===== config.mk =====
export PLATFORM = sky130hd
export DESIGN_NAME = control_sequencer
export DESIGN_NICKNAME = d
export VERILOG_FILES = /design/src/rtl/cpu_pkg.sv /design/src/rtl/microcode_rom.sv /design/src/rtl/control_sequencer.sv
export SDC_FILE = /design/constraint.sdc
export NUM_CORES = 1
export LEC_CHECK = 0
export ABC_CLOCK_PERIOD_IN_PS = 2900
export BUFFER_PORTS_ARGS = -buffer_cell sky130_fd_sc_hd__clkbuf_2
export CAP_MARGIN = 20
export CORE_MARGIN = 2
export CORE_UTILIZATION = 48
export CTS_BUF_LIST = sky130_fd_sc_hd__clkbuf_8
export DETAILED_ROUTE_END_ITERATION = 8
export PLACE_DENSITY = 0.86
export SYNTH_ARGS = -nofsm -noshare
export SYNTH_HDL_FRONTEND = slang
export SYNTH_SLANG_ARGS = --single-unit

===== constraint.sdc =====
create_clock -name clk_i -period 2.9 [get_ports clk_i]
set_input_delay 0.435 -clock clk_i [delete_from_list [all_inputs] [get_ports clk_i]]
set_output_delay 0.435 -clock clk_i [all_outputs]
set_load 0.02 [all_outputs]

===== src/rtl/cpu_pkg.sv =====
// Shared definitions for the 8-bit CPU control path: opcodes, T-states and control-word bits.
package cpu_pkg;

   typedef enum logic [3:0] {
      OpNop = 4'h0,
      OpLda = 4'h1,
      OpAdd = 4'h2,
      OpSub = 4'h3,
      OpSta = 4'h4,
      OpLdi = 4'h5,
      OpJmp = 4'h6,
      OpJc  = 4'h7,
      OpJz  = 4'h8,
      OpOut = 4'hE,
      OpHlt = 4'hF
   } opcode_e;

   typedef enum logic [2:0] {
      T0 = 3'd0,
      T1 = 3'd1,
      T2 = 3'd2,
      T3 = 3'd3,
      T4 = 3'd4
   } tstate_e;

   localparam int unsigned CtrlW = 16;

   // Control-word bit positions
   localparam int unsigned CW_HLT_BIT = 15;
   localparam int unsigned CW_MI_BIT  = 14;
   localparam int unsigned CW_RI_BIT  = 13;
   localparam int unsigned CW_RO_BIT  = 12;
   localparam int unsigned CW_IO_BIT  = 11;
   localparam int unsigned CW_II_BIT  = 10;
   localparam int unsigned CW_AI_BIT  = 9;
   localparam int unsigned CW_AO_BIT  = 8;
   localparam int unsigned CW_EO_BIT  = 7;
   localparam int unsigned CW_SU_BIT  = 6;
   localparam int unsigned CW_BI_BIT  = 5;
   localparam int unsigned CW_OI_BIT  = 4;
   localparam int unsigned CW_CE_BIT  = 3;
   localparam int unsigned CW_CO_BIT  = 2;
   localparam int unsigned CW_J_BIT   = 1;
   localparam int unsigned CW_FI_BIT  = 0;

   // Control-word masks
   localparam logic [CtrlW-1:0] CW_HLT = 16'h8000;
   localparam logic [CtrlW-1:0] CW_MI  = 16'h4000;
   localparam logic [CtrlW-1:0] CW_RI  = 16'h2000;
   localparam logic [CtrlW-1:0] CW_RO  = 16'h1000;
   localparam logic [CtrlW-1:0] CW_IO  = 16'h0800;
   localparam logic [CtrlW-1:0] CW_II  = 16'h0400;
   localparam logic [CtrlW-1:0] CW_AI  = 16'h0200;
   localparam logic [CtrlW-1:0] CW_AO  = 16'h0100;
   localparam logic [CtrlW-1:0] CW_EO  = 16'h0080;
   localparam logic [CtrlW-1:0] CW_SU  = 16'h0040;
   localparam logic [CtrlW-1:0] CW_BI  = 16'h0020;
   localparam logic [CtrlW-1:0] CW_OI  = 16'h0010;
   localparam logic [CtrlW-1:0] CW_CE  = 16'h0008;
   localparam logic [CtrlW-1:0] CW_CO  = 16'h0004;
   localparam logic [CtrlW-1:0] CW_J   = 16'h0002;
   localparam logic [CtrlW-1:0] CW_FI  = 16'h0001;

   // Fetch words shared by every opcode
   localparam logic [CtrlW-1:0] FETCH0_W = CW_CO | CW_MI;
   localparam logic [CtrlW-1:0] FETCH1_W = CW_RO | CW_II | CW_CE;

endpackage


===== src/rtl/microcode_rom.sv =====
// Combinational microcode: (opcode, T-state, flags) -> 16-bit control word.
module microcode_rom
   import cpu_pkg::*;
(
   input  logic [3:0]       opcode_i,
   input  logic [2:0]       step_i,
   input  logic             carry_i,
   input  logic             zero_i,
   output logic [CtrlW-1:0] word_o
);

   logic [CtrlW-1:0] ex2, ex3, ex4;

   // Execute-phase words per opcode; unlisted opcodes decode as NOP
   always_comb begin
      ex2 = '0;
      ex3 = '0;
      ex4 = '0;
      case (opcode_e'(opcode_i))
         OpLda: begin
            ex2 = CW_IO | CW_MI;
            ex3 = CW_RO | CW_AI;
         end
         OpAdd: begin
            ex2 = CW_IO | CW_MI;
            ex3 = CW_RO | CW_BI;
            ex4 = CW_EO | CW_AI | CW_FI;
         end
         OpSub: begin
            ex2 = CW_IO | CW_MI;
            ex3 = CW_RO | CW_BI;
            ex4 = CW_EO | CW_AI | CW_SU | CW_FI;
         end
         OpSta: begin
            ex2 = CW_IO | CW_MI;
            ex3 = CW_AO | CW_RI;
         end
         OpLdi: ex2 = CW_IO | CW_AI;
         OpJmp: ex2 = CW_IO | CW_J;
         OpJc:  ex2 = carry_i ? (CW_IO | CW_J) : '0;
         OpJz:  ex2 = zero_i ? (CW_IO | CW_J) : '0;
         OpOut: ex2 = CW_AO | CW_OI;
         OpHlt: ex2 = CW_HLT;
         default: ;
      endcase
   end

   // Select the word for the requested T-state; steps past T4 read as zero
   always_comb begin
      word_o = '0;
      case (tstate_e'(step_i))
         T0: word_o = FETCH0_W;
         T1: word_o = FETCH1_W;
         T2: word_o = ex2;
         T3: word_o = ex3;
         T4: word_o = ex4;
         default: word_o = '0;
      endcase
   end

endmodule


===== src/rtl/control_sequencer.sv =====
// T-state counter, halt latch and control-word gating for the 8-bit CPU.
module control_sequencer
   import cpu_pkg::*;
#(
   parameter int unsigned NUM_STEPS = 5,
   parameter bit          EARLY_END = 1'b1
) (
   input  logic             clk_i,
   input  logic             rst_ni,
   input  logic             run_en_i,
   input  logic [3:0]       opcode_i,
   input  logic             carry_flag_i,
   input  logic             zero_flag_i,
   output logic [CtrlW-1:0] ctrl_o,
   output logic [2:0]       step_o,
   output logic             halted_o
);

   localparam logic [2:0] LastStep = 3'(NUM_STEPS - 1);

   logic [2:0]       step_q, step_d, step_nxt;
   logic             halted_q, halted_d;
   logic [CtrlW-1:0] word_cur, word_nxt;

   assign step_nxt = step_q + 3'd1;

   microcode_rom u_rom_cur (
      .opcode_i (opcode_i),
      .step_i   (step_q),
      .carry_i  (carry_flag_i),
      .zero_i   (zero_flag_i),
      .word_o   (word_cur)
   );

   // Lookahead copy decides whether the instruction can end early
   microcode_rom u_rom_nxt (
      .opcode_i (opcode_i),
      .step_i   (step_nxt),
      .carry_i  (carry_flag_i),
      .zero_i   (zero_flag_i),
      .word_o   (word_nxt)
   );

   // Next-state: halt latch, wrap, early end or plain increment
   always_comb begin
      step_d   = step_q;
      halted_d = halted_q;
      if (run_en_i && !halted_q) begin
         if (word_cur[CW_HLT_BIT]) begin
            halted_d = 1'b1;  // step freezes at the HLT T-state
         end else if (step_q == LastStep) begin
            step_d = '0;
         end else if (EARLY_END && (step_q != '0) && (word_nxt == '0)) begin
            step_d = '0;
         end else begin
            step_d = step_nxt;
         end
      end
   end

   // State registers with asynchronous active-low reset
   always_ff @(posedge clk_i or negedge rst_ni) begin
      if (!rst_ni) begin
         step_q   <= '0;
         halted_q <= 1'b0;
      end else begin
         step_q   <= step_d;
         halted_q <= halted_d;
      end
   end

   // Gate the word so a stalled or halted cycle never repeats CE or a RAM write
   always_comb begin
      ctrl_o = '0;
      if (rst_ni && run_en_i && !halted_q) ctrl_o = word_cur;
   end

   assign step_o   = step_q;
   assign halted_o = halted_q;

endmodule

* Word-level counts from Yosys, hierarchy flattened
Cells that the tools add are included.
** Cells by class
- Add/subtract/negate cells :: 1
- Equal/unequal tests :: 18
- Muxes and demuxes :: 10
- Bitwise logic cells :: 1
- Reductions and logical operators :: 13
** Operators with widths (count)
- 16-bit case mux with 5 select lines :: 2
- 16-bit case mux with 7 select lines :: 1
- 14-bit case mux with 3 select lines :: 1
- 12-bit 2-to-1 mux :: 2
- 10-bit case mux with 2 select lines :: 1
- 4-bit by 3-bit equality test with 1-bit output, second input constant :: 4
- 16-bit logical NOT :: 1
- 16-bit 2-to-1 mux :: 1
- 3-bit by 2-bit equality test with 1-bit output, second input constant :: 4
- 4-bit equality test, second input constant :: 3
- 4-bit by 2-bit equality test with 1-bit output, second input constant :: 2
- 3-bit by 1-bit equality test with 1-bit output, second input constant :: 2
- 3-bit equality test, second input constant :: 2
- 3-bit logical NOT :: 2
- 3-bit 2-to-1 mux :: 2
- 4-bit by 1-bit equality test with 1-bit output, second input constant :: 1
- 1-bit logical AND :: 4
- 2-bit AND reduction :: 2
- 4-bit OR reduction :: 1
- 3-bit by 1-bit adder with 3-bit output, second input constant :: 1
- 3-bit nonzero test :: 1
- 2-bit OR reduction :: 1
- 1-bit logical NOT :: 1
- 1-bit NOT :: 1
** Storage, ports and cells
- Register bits after elaboration :: 4
- Bits of input ports :: 9

* Logic depth before layout (Yosys ltp)
- Depth in word-level cells :: 8
- Gate-level depth with buffers :: 7
- Mapped depth without buffers :: 7

* Cells and area by module
A second synthesis with hierarchy kept.
** Second synthesis, totals
- Cells, all modules :: 132
- Area, all modules :: 972.2 um^2
** By module, submodules not included
- microcode_rom :: instances 2, cells each 43, area each 297.8 um^2, seq. area each 0.0 um^2
- control_sequencer :: instances 1, cells each 46, area each 376.6 um^2, seq. area each 100.1 um^2

* Worst setup path before layout
Ideal clock, no wire load.
- Kind :: reg2reg
- From :: register step_q[0], in the netlist step_o[0]
- To :: register step_q[1], in the netlist step_o[1]
- Setup time :: 0.122 ns
- Data arrival time :: 2.265 ns
- Setup slack :: 0.514 ns
- Cell stages (with the launch flop) :: 8
- Clock period less this slack :: 2.386 ns
- Cell sequence :: dfrtp_1 > ha_1 > ha_1 > nand2b_1 > a32o_1 > or4_1 > a21o_1 > a32o_1
** On the way
- Word-level cells in the longest chain between the ends :: 7
- Elaborated cells on any way between the ends :: 20
** Ends and longest elaborated chain
- start, declared :: line control_sequencer.sv:21 : logic [2:0] step_q, step_d, step_nxt;
- start signal, assigned :: line control_sequencer.sv:67 : step_q <= step_d;
- 3-bit by 1-bit adder with 3-bit output :: line control_sequencer.sv:25 : assign step_nxt = step_q + 3'd1;
- 3-bit equality test (tied with other cells) :: line microcode_rom.sv:51 : case (tstate_e'(step_i))
- 16-bit case mux with 5 select lines :: line microcode_rom.sv:51
- 16-bit logical NOT :: line control_sequencer.sv:53 : end else if (EARLY_END && (step_q != '0) && (word_nxt == '0)) begin
- 1-bit logical AND :: line control_sequencer.sv:53
- 3-bit 2-to-1 mux :: line control_sequencer.sv:53
- 3-bit 2-to-1 mux :: line control_sequencer.sv:51 : end else if (step_q == LastStep) begin
Parallel ways exist; a longest one is shown, timed or not.
A chain may end at the register's enable or synchronous reset.

* Worst setup path in the final report
- From :: register step_q[1], in the netlist step_o[1]
- To :: register step_q[1], in the netlist step_o[1]
The elaborated chain is that of the path after synthesis.

==> results by stage <==
Yosys:
- The unique cell type count in the Yosys netlist is 35.
- The flip-flop cell with the highest count after synthesis is sky130_fd_sc_hd__dfrtp_1.
- The synthesis-stage register bit count is 4.
- The post-synthesis average cell area is 7.56 um2.
- The multiplexer fraction of the synthesized cell area is 0.0171.
- Of the total synthesized cell area, the portion taken by AND, OR, NAND and NOR gates is 0.346.
- The yosys synthesis warning count is 0.
- The compound-gate portion of the synthesized area is 0.236.
- Of the total synthesized cell area, the portion taken by full adders, half adders and majority gates is 0.133.
- The total nets after synthesis is 103.
- The cell area after synthesis is 658 um2.
- The count of mapped cells out of synthesis is 87.
- Of the synthesized area, sequential elements account for 0.152.
- Of the total synthesized cell area, the portion taken by XOR and XNOR cells is 0.0133.
- Yosys mapped a number of flops with a built-in enable equal to 0.
- The share of flip-flops with an asynchronous set or reset is 1.00.
- The largest family of logic cells by synthesized area is simple AND/OR/NAND/NOR gates.

Global routing:
- The number of global-route vias before repair is 579.
- Across every metal layer, demand over resource in global routing totals 0.214.
- Global routing finished with a remaining overflow of 0.
- The initial antenna violation count is 0.
- The first global-routing pass estimated 2300 um of wire.
- The maximum number of pins on one net before global-route repair is 15.

STA:
- The achievable frequency is 412 MHz.
- The number of setup violations in the final report is 0.
- For the final database, setup skew stands at 0.00253 ns.
- For the pin with the worst max-slew slack, the measured transition is 0.408 ns.
- In this run the tightest slew margin relative to its limit is 0.721.
- Hold is met by 0.0434 ns.
- The summed negative setup slack over all endpoints is 0 ns.
- The number of failing hold endpoints at the final stage was 0.
- Dividing the final minimum period by the clock period gives 0.837.
- The count of pins over their slew limit is 0.
- The minimum period implied by the final worst setup slack is 2.43 ns.
- Setup repair after global routing left no endpoint under its margin.

Detailed routing:
- The number of routed nets with antenna violations is 0.
- The DRC violation count after routing is 0.
- The total length of routed wires is 1580 um.
- After detailed routing, the number of vias per cell comes to 5.59.
- After the first detailed-routing iteration, the DRC count stood at 10.
- The final routed wire length divided by cell count is 12.4 um.
- Summing over every cut layer, the via total after detailed routing is 710.
- The number of optimization iterations in the first detailed-route pass is 6.

Layout:
- The final instance area is 813 um2.
- The relative area change from synthesis to final layout is 23.6%.
- The number of diodes is 0.
- In the final layout, the share of cells above drive strength 1 is 0.348.
- The fill cell total of the finished layout is 136.
- The number of standard cells in the final layout excluding fillers is 127.
- The net count of the finished layout is 130.

Placement:
- After detailed placement, the design holds a cell count of 124.
- Detailed placement finished with a half-perimeter wire length of 1280 um.
- At the end of routability-driven placement, the weighted congestion stood at 0.888.
- The count of buffers added on input and output ports is 28.
- The cell area after placement is 772 um2.

Clocking:
- After clock tree synthesis, the clock-pin slew on the worst setup and hold paths is 0.03 ns.
- Post-CTS timing repair inserted 0 buffers for setup.
- The count of hold-fix buffers inserted at cts is 0.
- Counting the buffers created by CTS gives 3.
- In this run the number of H-tree levels came out at 1.
- After clock tree synthesis, the repair step resized 0 gates.
- The tree built by TritonCTS fans out to 4 sinks.
- The CTS tree is done.
- The number of buffers on the longest clock path is 2.
- The root buffer cell is sky130_fd_sc_hd__clkbuf_8.
- The later pin in the worst-skew pair is clocked with a latency of 0.21 ns.

Setup path:
- The worst path buffer plus inverter count is 0.
- The depth of the most critical reg-to-reg path is 7.
- The worst setup path is launched from a flop.
- The nature of the critical path endpoint is a flop.
- The highest net fanout along the worst path is 5.
- Data on the critical path arrives at its endpoint at 2.52 ns.
- The critical path data required time is 2.99 ns.
- The worst setup path is of the flop to flop kind.
- The critical path depth in cells is 7.
- The slowest library cell on the worst path is sky130_fd_sc_hd__or4_1.
- Broken down by cell family, the worst path's largest delay share belongs to simple AND/OR/NAND/NOR gates.
- Traced cell by cell, the critical path runs through ha_1 -> ha_1 -> nand2b_1 -> a32o_1 -> or4_1 -> a21o_1 -> a32o_1.
- In this design, the stage delay of the slowest critical-path cell is 0.49 ns.

Die:
- The row count is 13.
- The starting density of the core is 0.512.
- After floorplanning, the core was sized to cover 0.00128 mm2.
- The width of the die is 41.0 um.
- The die extent in y is 41.0 um.
- The overall die area is 0.00168 mm2.
- In this run the count of I/O pins placed on the die edge is 29.

Power and ir drop:
- The power density over cell area is 699 mW/mm2.
- The analysis attributes to cell leakage a power of 0.426 nW.
- The final total power is 0.000568 W.
- The worst-case IR drop observed on VDD is 480 uV.

Run status:
- The run finished with clean final reports.

Worst hold path:
- The class of the worst hold path is input port to asynchronous set/reset pin.

Job:
- The tool flagged a number of max-cap violations equal to 0.
==> sequential cells by signal, indices dropped and copies added, names as in the netlist <==
signal    flops
step_o        3
halted_o      1
==> layer usage <==
layer	vias up	track usage	routed length, um
met5	-	0	0
met4	0	0.125	14
met3	2	0.0598	86
met2	24	0.363	785
met1	324	0.235	695
li1	360	-	-
==> cell usage after synthesis (3+ instances only) <==
cell type                 number  area (um2)
sky130_fd_sc_hd__nand2_1       8        30.0
sky130_fd_sc_hd__ha_1          7        87.6
sky130_fd_sc_hd__nor2_1        7        26.3
sky130_fd_sc_hd__inv_1         6        22.5
sky130_fd_sc_hd__and2_1        5        31.3
sky130_fd_sc_hd__dfrtp_1       4         100
sky130_fd_sc_hd__a31o_2        3        26.3
sky130_fd_sc_hd__nor2b_1       3        18.8
sky130_fd_sc_hd__nor3_1        3        15.0
sky130_fd_sc_hd__nor3b_1       3        22.5
sky130_fd_sc_hd__o21ai_0       3        15.0
==> where the power goes <==
group,switching (W),internal (W),total [W]
Clock,0.0000255,0.0000882,0.000114
Sequential,0.0000333,0.0000816,0.000115
Combinational,0.000202,0.000138,0.000340
==> logic make-up after synthesis <==
| group | Yosys count |
|---|---|
| buffers and inverters | 12 |
| AND/OR/NAND/NOR | 41 |
| adder cells (fa/ha/maj) | 7 |
| AO/OA/AOI/OAI | 21 |
| flip-flops | 4 |
| multiplexers | 1 |
| XOR/XNOR | 1 |
==> worst paths after layout <==
kind / start / to / slack, ns
max: step_o[1] / step_o[1] / 0.47
min: rst_ni / halted_o / 0.04
max reg2reg: step_o[1] / step_o[1] / 0.47
min reg2reg: halted_o / halted_o / 0.51
max in group asynchronous: rst_ni / step_o[0] / 2.70
min in group clk_i: run_en_i / halted_o / 0.46
==> final cells by class <==
| class | instances | area, um2 | area share |
|---|---|---|---|
| Tap cell | 15 | 18.8 | 0.0231 |
| Clock buffer | 3 | 41.3 | 0.0508 |
| Timing Repair Buffer | 28 | 140 | 0.172 |
| Inverter | 6 | 22.5 | 0.0277 |
| Sequential cell | 4 | 100 | 0.123 |
| Multi-Input combinational cell | 71 | 490 | 0.603 |
==> placed cells by master, fill, tap and decap left out, types with 2 or more instances in the layout <==
cell | synthesis | final
sky130_fd_sc_hd__clkbuf_2 | 0 | 28
sky130_fd_sc_hd__nand2_1 | 8 | 8
sky130_fd_sc_hd__nor2_1 | 7 | 7
sky130_fd_sc_hd__ha_1 | 7 | 7
sky130_fd_sc_hd__inv_1 | 6 | 6
sky130_fd_sc_hd__and2_1 | 5 | 5
sky130_fd_sc_hd__dfrtp_1 | 4 | 4
sky130_fd_sc_hd__nor3b_1 | 3 | 3
sky130_fd_sc_hd__nor2b_1 | 3 | 3
sky130_fd_sc_hd__o21ai_0 | 3 | 3
sky130_fd_sc_hd__a31o_2 | 3 | 3
sky130_fd_sc_hd__nor3_1 | 3 | 3
sky130_fd_sc_hd__clkbuf_8 | 0 | 3
sky130_fd_sc_hd__o21a_1 | 2 | 2
sky130_fd_sc_hd__nand3_1 | 2 | 2
sky130_fd_sc_hd__and2b_2 | 2 | 2
sky130_fd_sc_hd__o21bai_1 | 2 | 2
sky130_fd_sc_hd__a31oi_1 | 2 | 2
sky130_fd_sc_hd__a21o_1 | 2 | 2
sky130_fd_sc_hd__a32o_1 | 2 | 2
sky130_fd_sc_hd__a21oi_1 | 2 | 2
==> per-stage QoR <==
stage / util / setup slack, ns
final: 0.633 / 0.473
after global placement: 0.601 / 0.581
after floorplan: - / 0.514
after global routing: 0.633 / 0.370
after CTS: 0.633 / 0.480
after detailed placement: 0.601 / 0.513
(Power assumes the default switching activity.)
